`config.mk`:
```
export PLATFORM = sky130hd
export DESIGN_NAME = rv_exec_sequencer_flat
export DESIGN_NICKNAME = d
export VERILOG_FILES = /design/src/rtl/rv_exec_sequencer_if.sv /design/src/rtl/rv_exec_sequencer.sv /design/src/flat_wrapper.sv
export SDC_FILE = /design/constraint.sdc
export NUM_CORES = 1
export LEC_CHECK = 0
export CAP_MARGIN = 20
export CORE_MARGIN = 2
export CORE_UTILIZATION = 39
export CTS_CLUSTER_DIAMETER = 80
export CTS_CLUSTER_SIZE = 20
export DETAILED_ROUTE_END_ITERATION = 10
export MAX_ROUTING_LAYER = met4
export PLACE_DENSITY_LB_ADDON = 0.1
export SETUP_SLACK_MARGIN = 0.3
export SLEW_MARGIN = 20
export SYNTH_ARGS = -nofsm -noshare
export SYNTH_HDL_FRONTEND = slang
export SYNTH_SLANG_ARGS = --single-unit
```
`constraint.sdc`:
```
create_clock -name clock -period 5.3 [get_ports clock]
set_input_delay 1.06 -clock clock [delete_from_list [all_inputs] [get_ports clock]]
set_output_delay 1.06 -clock clock [all_outputs]
set_load 0.02 [all_outputs]
```
`src/rtl/rv_exec_sequencer_if.sv`:
```
// Bundle of fetch handshake, register file and ALU signals seen by rv_exec_sequencer.
// slave is the sequencer's view; master is the surrounding pipeline's view.
interface rv_exec_sequencer_if #(
  parameter int COUNT_WIDTH = 32
);
  logic                   instr_valid;
  logic                   instr_ready;
  logic [31:0]            instruction;

  logic [4:0]             rf_rs1;
  logic [4:0]             rf_rs2;
  logic [31:0]            rf_rs1_value;
  logic [31:0]            rf_rs2_value;

  logic [31:0]            alu_instruction;
  logic [31:0]            alu_rs1_value;
  logic [31:0]            alu_rs2_value;
  logic                   alu_enable;
  logic [31:0]            alu_result;

  logic                   rf_we;
  logic [4:0]             rf_rd;
  logic [31:0]            rf_wd;

  logic                   illegal;
  logic                   busy;
  logic [COUNT_WIDTH-1:0] retired_count;

  modport slave (
    input  instr_valid,
    input  instruction,
    input  rf_rs1_value,
    input  rf_rs2_value,
    input  alu_result,
    output instr_ready,
    output rf_rs1,
    output rf_rs2,
    output alu_instruction,
    output alu_rs1_value,
    output alu_rs2_value,
    output alu_enable,
    output rf_we,
    output rf_rd,
    output rf_wd,
    output illegal,
    output busy,
    output retired_count
  );

  modport master (
    output instr_valid,
    output instruction,
    output rf_rs1_value,
    output rf_rs2_value,
    output alu_result,
    input  instr_ready,
    input  rf_rs1,
    input  rf_rs2,
    input  alu_instruction,
    input  alu_rs1_value,
    input  alu_rs2_value,
    input  alu_enable,
    input  rf_we,
    input  rf_rd,
    input  rf_wd,
    input  illegal,
    input  busy,
    input  retired_count
  );
endinterface

```
`src/rtl/rv_exec_sequencer.sv`:
```
// Four-state controller walking one R-type instruction through read, execute and writeback.
// Non-R-type opcodes are rejected in READ with a one-cycle illegal pulse.
module rv_exec_sequencer #(
  parameter logic [6:0] OPCODE_R    = 7'b0110011,
  parameter int         COUNT_WIDTH = 32
) (
  input logic                clock,
  input logic                reset,
  rv_exec_sequencer_if.slave bus
);

  typedef enum logic [1:0] {
    ST_IDLE = 2'd0,
    ST_READ = 2'd1,
    ST_EXEC = 2'd2,
    ST_WB   = 2'd3
  } state_t;

  state_t                 r_state;
  logic [31:0]            r_instruction;
  logic [31:0]            r_rs1_value;
  logic [31:0]            r_rs2_value;
  logic                   r_illegal;
  logic                   r_alu_enable;
  logic                   r_rf_we;
  logic [COUNT_WIDTH-1:0] r_retired_count;

  logic                   w_accept;
  logic                   w_latched_is_r;
  logic                   w_incoming_is_r;
  logic                   w_rd_nonzero;

  assign w_accept        = bus.instr_valid && (r_state == ST_IDLE);
  assign w_latched_is_r  = (r_instruction[6:0] == OPCODE_R);
  assign w_incoming_is_r = (bus.instruction[6:0] == OPCODE_R);
  assign w_rd_nonzero    = (r_instruction[11:7] != 5'd0);

  // illegal, alu_enable and rf_we are set on the edge entering READ, EXEC and WB
  // so that each is a clean flop output covering exactly that state.
  always_ff @(posedge clock or posedge reset) begin
    if (reset) begin
      r_state         <= ST_IDLE;
      r_instruction   <= '0;
      r_rs1_value     <= '0;
      r_rs2_value     <= '0;
      r_illegal       <= 1'b0;
      r_alu_enable    <= 1'b0;
      r_rf_we         <= 1'b0;
      r_retired_count <= '0;
    end else begin
      r_illegal    <= 1'b0;
      r_alu_enable <= 1'b0;
      r_rf_we      <= 1'b0;
      case (r_state)
        ST_IDLE: begin
          if (w_accept) begin
            r_instruction <= bus.instruction;
            r_illegal     <= !w_incoming_is_r;
            r_state       <= ST_READ;
          end
        end
        ST_READ: begin
          if (w_latched_is_r) begin
            r_rs1_value  <= bus.rf_rs1_value;
            r_rs2_value  <= bus.rf_rs2_value;
            r_alu_enable <= 1'b1;
            r_state      <= ST_EXEC;
          end else begin
            r_state <= ST_IDLE;
          end
        end
        ST_EXEC: begin
          // x0 is hardwired, so its write is dropped here while the op still retires.
          r_rf_we <= w_rd_nonzero;
          r_state <= ST_WB;
        end
        ST_WB: begin
          r_retired_count <= r_retired_count + 1'b1;
          r_state         <= ST_IDLE;
        end
        default: begin
          r_state <= ST_IDLE;
        end
      endcase
    end
  end

  assign bus.instr_ready     = (r_state == ST_IDLE);
  assign bus.busy            = (r_state != ST_IDLE);
  assign bus.rf_rs1          = r_instruction[19:15];
  assign bus.rf_rs2          = r_instruction[24:20];
  assign bus.alu_instruction = r_instruction;
  assign bus.alu_rs1_value   = r_rs1_value;
  assign bus.alu_rs2_value   = r_rs2_value;
  assign bus.alu_enable      = r_alu_enable;
  assign bus.illegal         = r_illegal;
  assign bus.rf_we           = r_rf_we;
  assign bus.rf_rd           = r_instruction[11:7];
  // The ALU result is registered one cycle after enable, which is exactly WB.
  assign bus.rf_wd           = (r_state == ST_WB) ? bus.alu_result : 32'd0;
  assign bus.retired_count   = r_retired_count;

endmodule

```
`src/flat_wrapper.sv`:
```
// flat-port wrapper written by rule: the top's interface ports become plain ports
module rv_exec_sequencer_flat 
#(
  parameter logic [6:0] OPCODE_R    = 7'b0110011,
  parameter int         COUNT_WIDTH = 32
)
  (clock, reset, bus_instr_valid, bus_instruction, bus_rf_rs1_value, bus_rf_rs2_value, bus_alu_result, bus_instr_ready, bus_rf_rs1, bus_rf_rs2, bus_alu_instruction, bus_alu_rs1_value, bus_alu_rs2_value, bus_alu_enable, bus_rf_we, bus_rf_rd, bus_rf_wd, bus_illegal, bus_busy, bus_retired_count);
  rv_exec_sequencer_if #(.COUNT_WIDTH(COUNT_WIDTH)) bus_i ();
  input logic clock;
  input logic reset;
  input wire logic [$bits(bus_i.instr_valid)-1:0] bus_instr_valid;
  input wire logic [$bits(bus_i.instruction)-1:0] bus_instruction;
  input wire logic [$bits(bus_i.rf_rs1_value)-1:0] bus_rf_rs1_value;
  input wire logic [$bits(bus_i.rf_rs2_value)-1:0] bus_rf_rs2_value;
  input wire logic [$bits(bus_i.alu_result)-1:0] bus_alu_result;
  output wire logic [$bits(bus_i.instr_ready)-1:0] bus_instr_ready;
  output wire logic [$bits(bus_i.rf_rs1)-1:0] bus_rf_rs1;
  output wire logic [$bits(bus_i.rf_rs2)-1:0] bus_rf_rs2;
  output wire logic [$bits(bus_i.alu_instruction)-1:0] bus_alu_instruction;
  output wire logic [$bits(bus_i.alu_rs1_value)-1:0] bus_alu_rs1_value;
  output wire logic [$bits(bus_i.alu_rs2_value)-1:0] bus_alu_rs2_value;
  output wire logic [$bits(bus_i.alu_enable)-1:0] bus_alu_enable;
  output wire logic [$bits(bus_i.rf_we)-1:0] bus_rf_we;
  output wire logic [$bits(bus_i.rf_rd)-1:0] bus_rf_rd;
  output wire logic [$bits(bus_i.rf_wd)-1:0] bus_rf_wd;
  output wire logic [$bits(bus_i.illegal)-1:0] bus_illegal;
  output wire logic [$bits(bus_i.busy)-1:0] bus_busy;
  output wire logic [$bits(bus_i.retired_count)-1:0] bus_retired_count;
  assign bus_i.instr_valid = bus_instr_valid;
  assign bus_i.instruction = bus_instruction;
  assign bus_i.rf_rs1_value = bus_rf_rs1_value;
  assign bus_i.rf_rs2_value = bus_rf_rs2_value;
  assign bus_i.alu_result = bus_alu_result;
  assign bus_instr_ready = bus_i.instr_ready;
  assign bus_rf_rs1 = bus_i.rf_rs1;
  assign bus_rf_rs2 = bus_i.rf_rs2;
  assign bus_alu_instruction = bus_i.alu_instruction;
  assign bus_alu_rs1_value = bus_i.alu_rs1_value;
  assign bus_alu_rs2_value = bus_i.alu_rs2_value;
  assign bus_alu_enable = bus_i.alu_enable;
  assign bus_rf_we = bus_i.rf_we;
  assign bus_rf_rd = bus_i.rf_rd;
  assign bus_rf_wd = bus_i.rf_wd;
  assign bus_illegal = bus_i.illegal;
  assign bus_busy = bus_i.busy;
  assign bus_retired_count = bus_i.retired_count;
  rv_exec_sequencer #(.OPCODE_R(OPCODE_R), .COUNT_WIDTH(COUNT_WIDTH)) u_core (.clock(clock), .reset(reset), .bus(bus_i));
endmodule
```
-- Word-level counts from Yosys, hierarchy flattened
Index checks and enable logic that the tools add are counted.
- add/sub/neg operators: 1
- shift-type cells: 0
- eq/ne operators: 6
- multipliers: 0
- bitwise logic cells: 0
- order comparisons: 0
- divide/modulo/power cells: 0
- reductions and logical operators: 7
- mux-type cells: 9
- operators by type and width (operator ; number):
    $add 32x1->32 const B ; 1
    $mux 32 ; 1
    $eq 7x6->1 const B ; 2
    $pmux 2 s4 ; 1
    $mux 1 ; 5
    $reduce_bool 5->1 ; 1
    $eq 2x2->1 const B ; 2
    $mux 2 ; 2
    $reduce_and 2->1 ; 2
    $eq 2x1->1 const B ; 1
    $logic_not 2->1 ; 1
    $ne 2x1->1 const B ; 1
    $reduce_bool 2->1 ; 1
    $logic_and 1x1->1 ; 1
    $logic_not 1->1 ; 1
- ROM bits: 0
- memory bits (writable): 0
- memories: 0
- bits of input ports: 131
- bits in latches: 0
- word-level logic and storage cells: 31
- register bits: 133
- output and inout port bits: 180

-- Logic depth before layout (Yosys ltp)
- word-level depth: 4
- gate-level depth with buffers: 6
- depth with buffers taken out: 5

-- Least setup slack after synthesis
No wires, ideal clock.
- path kind: input -> output
- from: in bus_alu_result[0]
- to: out bus_rf_wd[0]
- slack: 2.927 ns
- data arrival time: 1.313 ns
- stages: 1
- buffers on the path: 0
- data required time: 4.240 ns
- cells stage by stage: and3_1
- cells in the longest elaborated chain, start to end: 1
- ends and longest elaborated chain (element ; line ; RTL):
    start: declaration ; flat_wrapper.sv:15 ; input wire logic [$bits(bus_i.alu_result)-1:0] bus_alu_result;
    $mux 32 ; rv_exec_sequencer.sv:100 ; assign bus.rf_wd = (r_state == ST_WB) ? bus.alu_result : 32'd0;
    end: declaration ; flat_wrapper.sv:25 ; output wire logic [$bits(bus_i.rf_wd)-1:0] bus_rf_wd;
Every way passes these cells.

-- Worst setup path in the final report
- from: reg u_core.r_state[0]
- to: out bus_rf_wd[6]
- cells in the longest elaborated chain, start to end: 2
- ends and longest elaborated chain (element ; line ; RTL):
    start: declaration ; rv_exec_sequencer.sv:19 ; state_t r_state;
    start signal: assignment ; rv_exec_sequencer.sv:42 ; r_state <= ST_IDLE;
    start signal: assignment ; rv_exec_sequencer.sv:59 ; r_state <= ST_READ;
    start signal: assignment ; rv_exec_sequencer.sv:67 ; r_state <= ST_EXEC;
    $eq 2x2->1 ; rv_exec_sequencer.sv:100 ;
    $mux 32 ; rv_exec_sequencer.sv:100 ;
Every way passes these cells.

==> reports/qor.log <==
qor: outcome.run_status complete, no violations
qor: clock_tree.cts_setup_buffers 0
qor: critical_path.cp.arrival 2.34 ns
qor: flow_run.drv_cap 0
qor: logic_synthesis.synth_edf_count 0
qor: logic_synthesis.yosys_register_bits 133
qor: floorplan.top_level_ports 311
qor: power_and_ir_drop.total_power_consumption_of_the_routed_design 2998 uW
qor: floorplan.floorplan.initialDensity 0.4024
qor: power_and_ir_drop.power.density_cell_area 322.3 nW/um^2
qor: layout.post_route_cells_drive_above_1_share 0.1941
qor: clock_tree.number_of_buffers_created_by_cts 17
qor: place.place_hpwl 11880 um
qor: logic_synthesis.postSynth.topFlopCell sky130_fd_sc_hd__dfrtp_1
qor: clock_tree.cts_max_level 4
qor: clock_tree.cts.root.buffer_cell sky130_fd_sc_hd__clkbuf_16
qor: grt.global_route.usage.met2 0.3494
qor: detailed_routing.detail_route.vias_per_cell 4.815
qor: place.gpl.final_weighted_congestion 0.8427
qor: clock_tree.cts_resized 0
qor: layout.post-route-util 0.6650
qor: critical_path.path_class flip-flop to output pin
qor: worst_hold_path.hold_path.class flip-flop to flip-flop
qor: detailed_routing.totalWireLength 15940 um
qor: logic_synthesis.synthesized_area_per_cell 13.76 um^2
qor: sta.slew_headroom 0.3413
qor: floorplan.design.die.area 15410 um^2
qor: floorplan.fp.dieH 124.1 um
qor: logic_synthesis.postSynth.asyncResetShare 1.000
qor: grt.grt_start_max_net_pins 64
qor: place.post-place-cells 867
qor: sta.report.final.hold_viol_count 0
qor: clock_tree.ctsHoldBuffers 0
qor: grt.grt_pass1_wl 23860 um
qor: grt.grt_usage 0.2126
qor: logic_synthesis.synthCells 409
qor: clock_tree.path_clk_slew 0.06 ns
qor: clock_tree.cts_tree built
qor: detailed_routing.antenna_violating_nets_post_route 0
qor: sta.totalNegativeSetupSlack 0 ns
qor: logic_synthesis.synth-seq-area-share 0.5912
qor: clock_tree.clockBufferDepth 2
qor: grt.number_of_global_route_vias_before_repair 4552
qor: logic_synthesis.netlist_area 5629 um^2
qor: detailed_routing.dr_total_vias 4314
qor: grt.globalRouteMet3Util 0.07830
qor: grt.globalRoute.busiestLayer met2
qor: critical_path.cp_max_fo 40
qor: grt.use_met1 0.2337
qor: detailed_routing.drcViolationCount 0
qor: layout.stdcell_count 896
qor: detailed_routing.drt_pre_antenna_iters 4
qor: layout.area_delta_synth_final 65.26%
qor: place.port_buffers 310
qor: floorplan.design.core.area 13990 um^2
qor: floorplan.num_rows 43
qor: sta.timing.fmax 294.3 MHz
qor: detailed_routing.detail_route.iter0.violations 183
qor: layout.finalNetCount 838
qor: clock_tree.numClockSinks 133
qor: logic_synthesis.synth.distinct_cells 30
qor: grt.grt_antenna_before_repair 0
qor: layout.layout_common_cells sky130_fd_sc_hd__clkdlybuf4s50_1, sky130_fd_sc_hd__dfrtp_1, sky130_fd_sc_hd__mux2_2, sky130_fd_sc_hd__and3_1
qor: sta.final-setup-viol-count 0
qor: sta.tightest_pin_transition 0.9881 ns
qor: sta.final-max-slew-violation-count 0
qor: grt.grt_overflow_total 0
qor: logic_synthesis.ys.warnings.count 0
qor: detailed_routing.drt-wirelength-per-cell 17.79 um
qor: layout.most_common_cell_after_layout_fill_and_taps_aside sky130_fd_sc_hd__clkdlybuf4s50_1
qor: sta.grt_setup_unrepaired no
qor: power_and_ir_drop.p_leak 0.004205 uW
qor: sta.final.setup_skew 0.01255 ns
qor: sta.time_the_final_worst_path_needs_with_i_o_delays_and_setup 3.398 ns
qor: critical_path.worst_setup_path_end_kind output pin
qor: floorplan.die_boundary_width 124.1 um
qor: clock_tree.insertion_delay 0.41 ns
qor: critical_path.timing.critical_path.from_type flip-flop
qor: power_and_ir_drop.max-vdd-ir-drop 0.2592 mV
qor: layout.antennaDiodeCount 0
qor: critical_path.critical_path_required 4.24 ns
qor: sta.worst_hold_slack 0.4795 ns
qor: logic_synthesis.synth_fp_nets 541
qor: sta.min_period_over_period 0.6411
flip-flops by register name, summed over array words and instances (netlist names), named ones only:
signal,cells
u_core.bus.illegal,1
u_core.bus.alu_rs1_value,32
u_core.bus.rf_we,1
u_core.bus.alu_instruction,32
u_core.bus.alu_rs2_value,32
u_core.r_state,1
u_core.bus.retired_count,32
u_core.bus.alu_enable,1
power by group:
| group | leakage, uW | switching [uW] | internal, uW |
|---|---|---|---|
| Combinational | 0.00216 | 317 | 402 |
| Clock | 0.000277 | 396 | 673 |
| Sequential | 0.00177 | 78.3 | 1130 |
| Total | 0.00420 | 791 | 2210 |
metal layers:
layer	up-vias	wire length, um	part of all wire
met2	182	8087	0.51
met3	24	1432	0.090
met4	0	310	0.019
met1	2103	6113	0.38
met5	-	0	0
li1	2005	-	-
critical path: stages, from the launching register on:
cell and delay [ns]:
sky130_fd_sc_hd__dfrtp_1 0.99, sky130_fd_sc_hd__and3_1 0.31, sky130_fd_sc_hd__clkdlybuf4s50_1 0.61
worst paths after layout:
path	from	endpoint	slack (ns)	cells after the start
min in group asynchronous	reset	u_core.bus.alu_rs2_value[20]$_DFFE_PP0P_	1.10	2
setup reg to reg	u_core.r_state[0]$_DFFE_PP0P_	u_core.bus.alu_rs1_value[19]$_DFFE_PP0P_	2.52	4
hold / removal	u_core.bus.retired_count[31]$_DFFE_PP0N_	u_core.bus.retired_count[31]$_DFFE_PP0N_	0.48	1
hold reg to reg	u_core.bus.retired_count[31]$_DFFE_PP0N_	u_core.bus.retired_count[31]$_DFFE_PP0N_	0.48	1
setup / recovery	u_core.r_state[0]$_DFFE_PP0P_	bus_rf_wd[6]	1.90	2
max in group asynchronous	reset	u_core.bus.alu_rs1_value[28]$_DFFE_PP0P_	3.17	3
metrics by stage:
stage / setup WS (ns) / instance area, um^2
4_1_cts: 1.921 / 9303
5_1_grt: 1.761 / 9303
3_5_place_dp: 1.939 / 8757
3_3_place_gp: 1.951 / 8757
6_report: 1.902 / 9303
2_1_floorplan: 0.6856 / 5629
cells by family after synthesis:
group / synth area share
buffers and inverters: 0.04756
adder cells (fa/ha/maj): 0.002222
XOR/XNOR: 0.04823
AND/OR/NAND/NOR: 0.1142
multiplexers: 0.1940
AO/OA/AOI/OAI: 0.002444
flip-flops: 0.5912
synth_stat cells, types with 6 or more instances:
cell	instances	area share
sky130_fd_sc_hd__nand3_1	10	0.0089
sky130_fd_sc_hd__nand4_1	6	0.0067
sky130_fd_sc_hd__mux2_2	97	0.19
sky130_fd_sc_hd__buf_4	15	0.020
sky130_fd_sc_hd__nor2_1	11	0.0073
sky130_fd_sc_hd__inv_1	8	0.0053
sky130_fd_sc_hd__nand2_1	10	0.0067
sky130_fd_sc_hd__clkbuf_1	9	0.0060
sky130_fd_sc_hd__nor3_1	9	0.0080
sky130_fd_sc_hd__xnor2_1	17	0.026
sky130_fd_sc_hd__and3_1	36	0.040
sky130_fd_sc_hd__dfrtp_1	133	0.59
sky130_fd_sc_hd__buf_2	7	0.0062
sky130_fd_sc_hd__xor2_1	14	0.022
area by class of cell:
cell class                 instances  area (um^2)
fill                            1090         4686
clock inverter                     4        20.02
tap                              180        225.2
multi-input combinational        232         2038
clock buffer                      25        525.5
inverter                           8        32.53
timing repair buffer             314         3133
sequential                       133         3328
(Power assumes the default switching activity.)
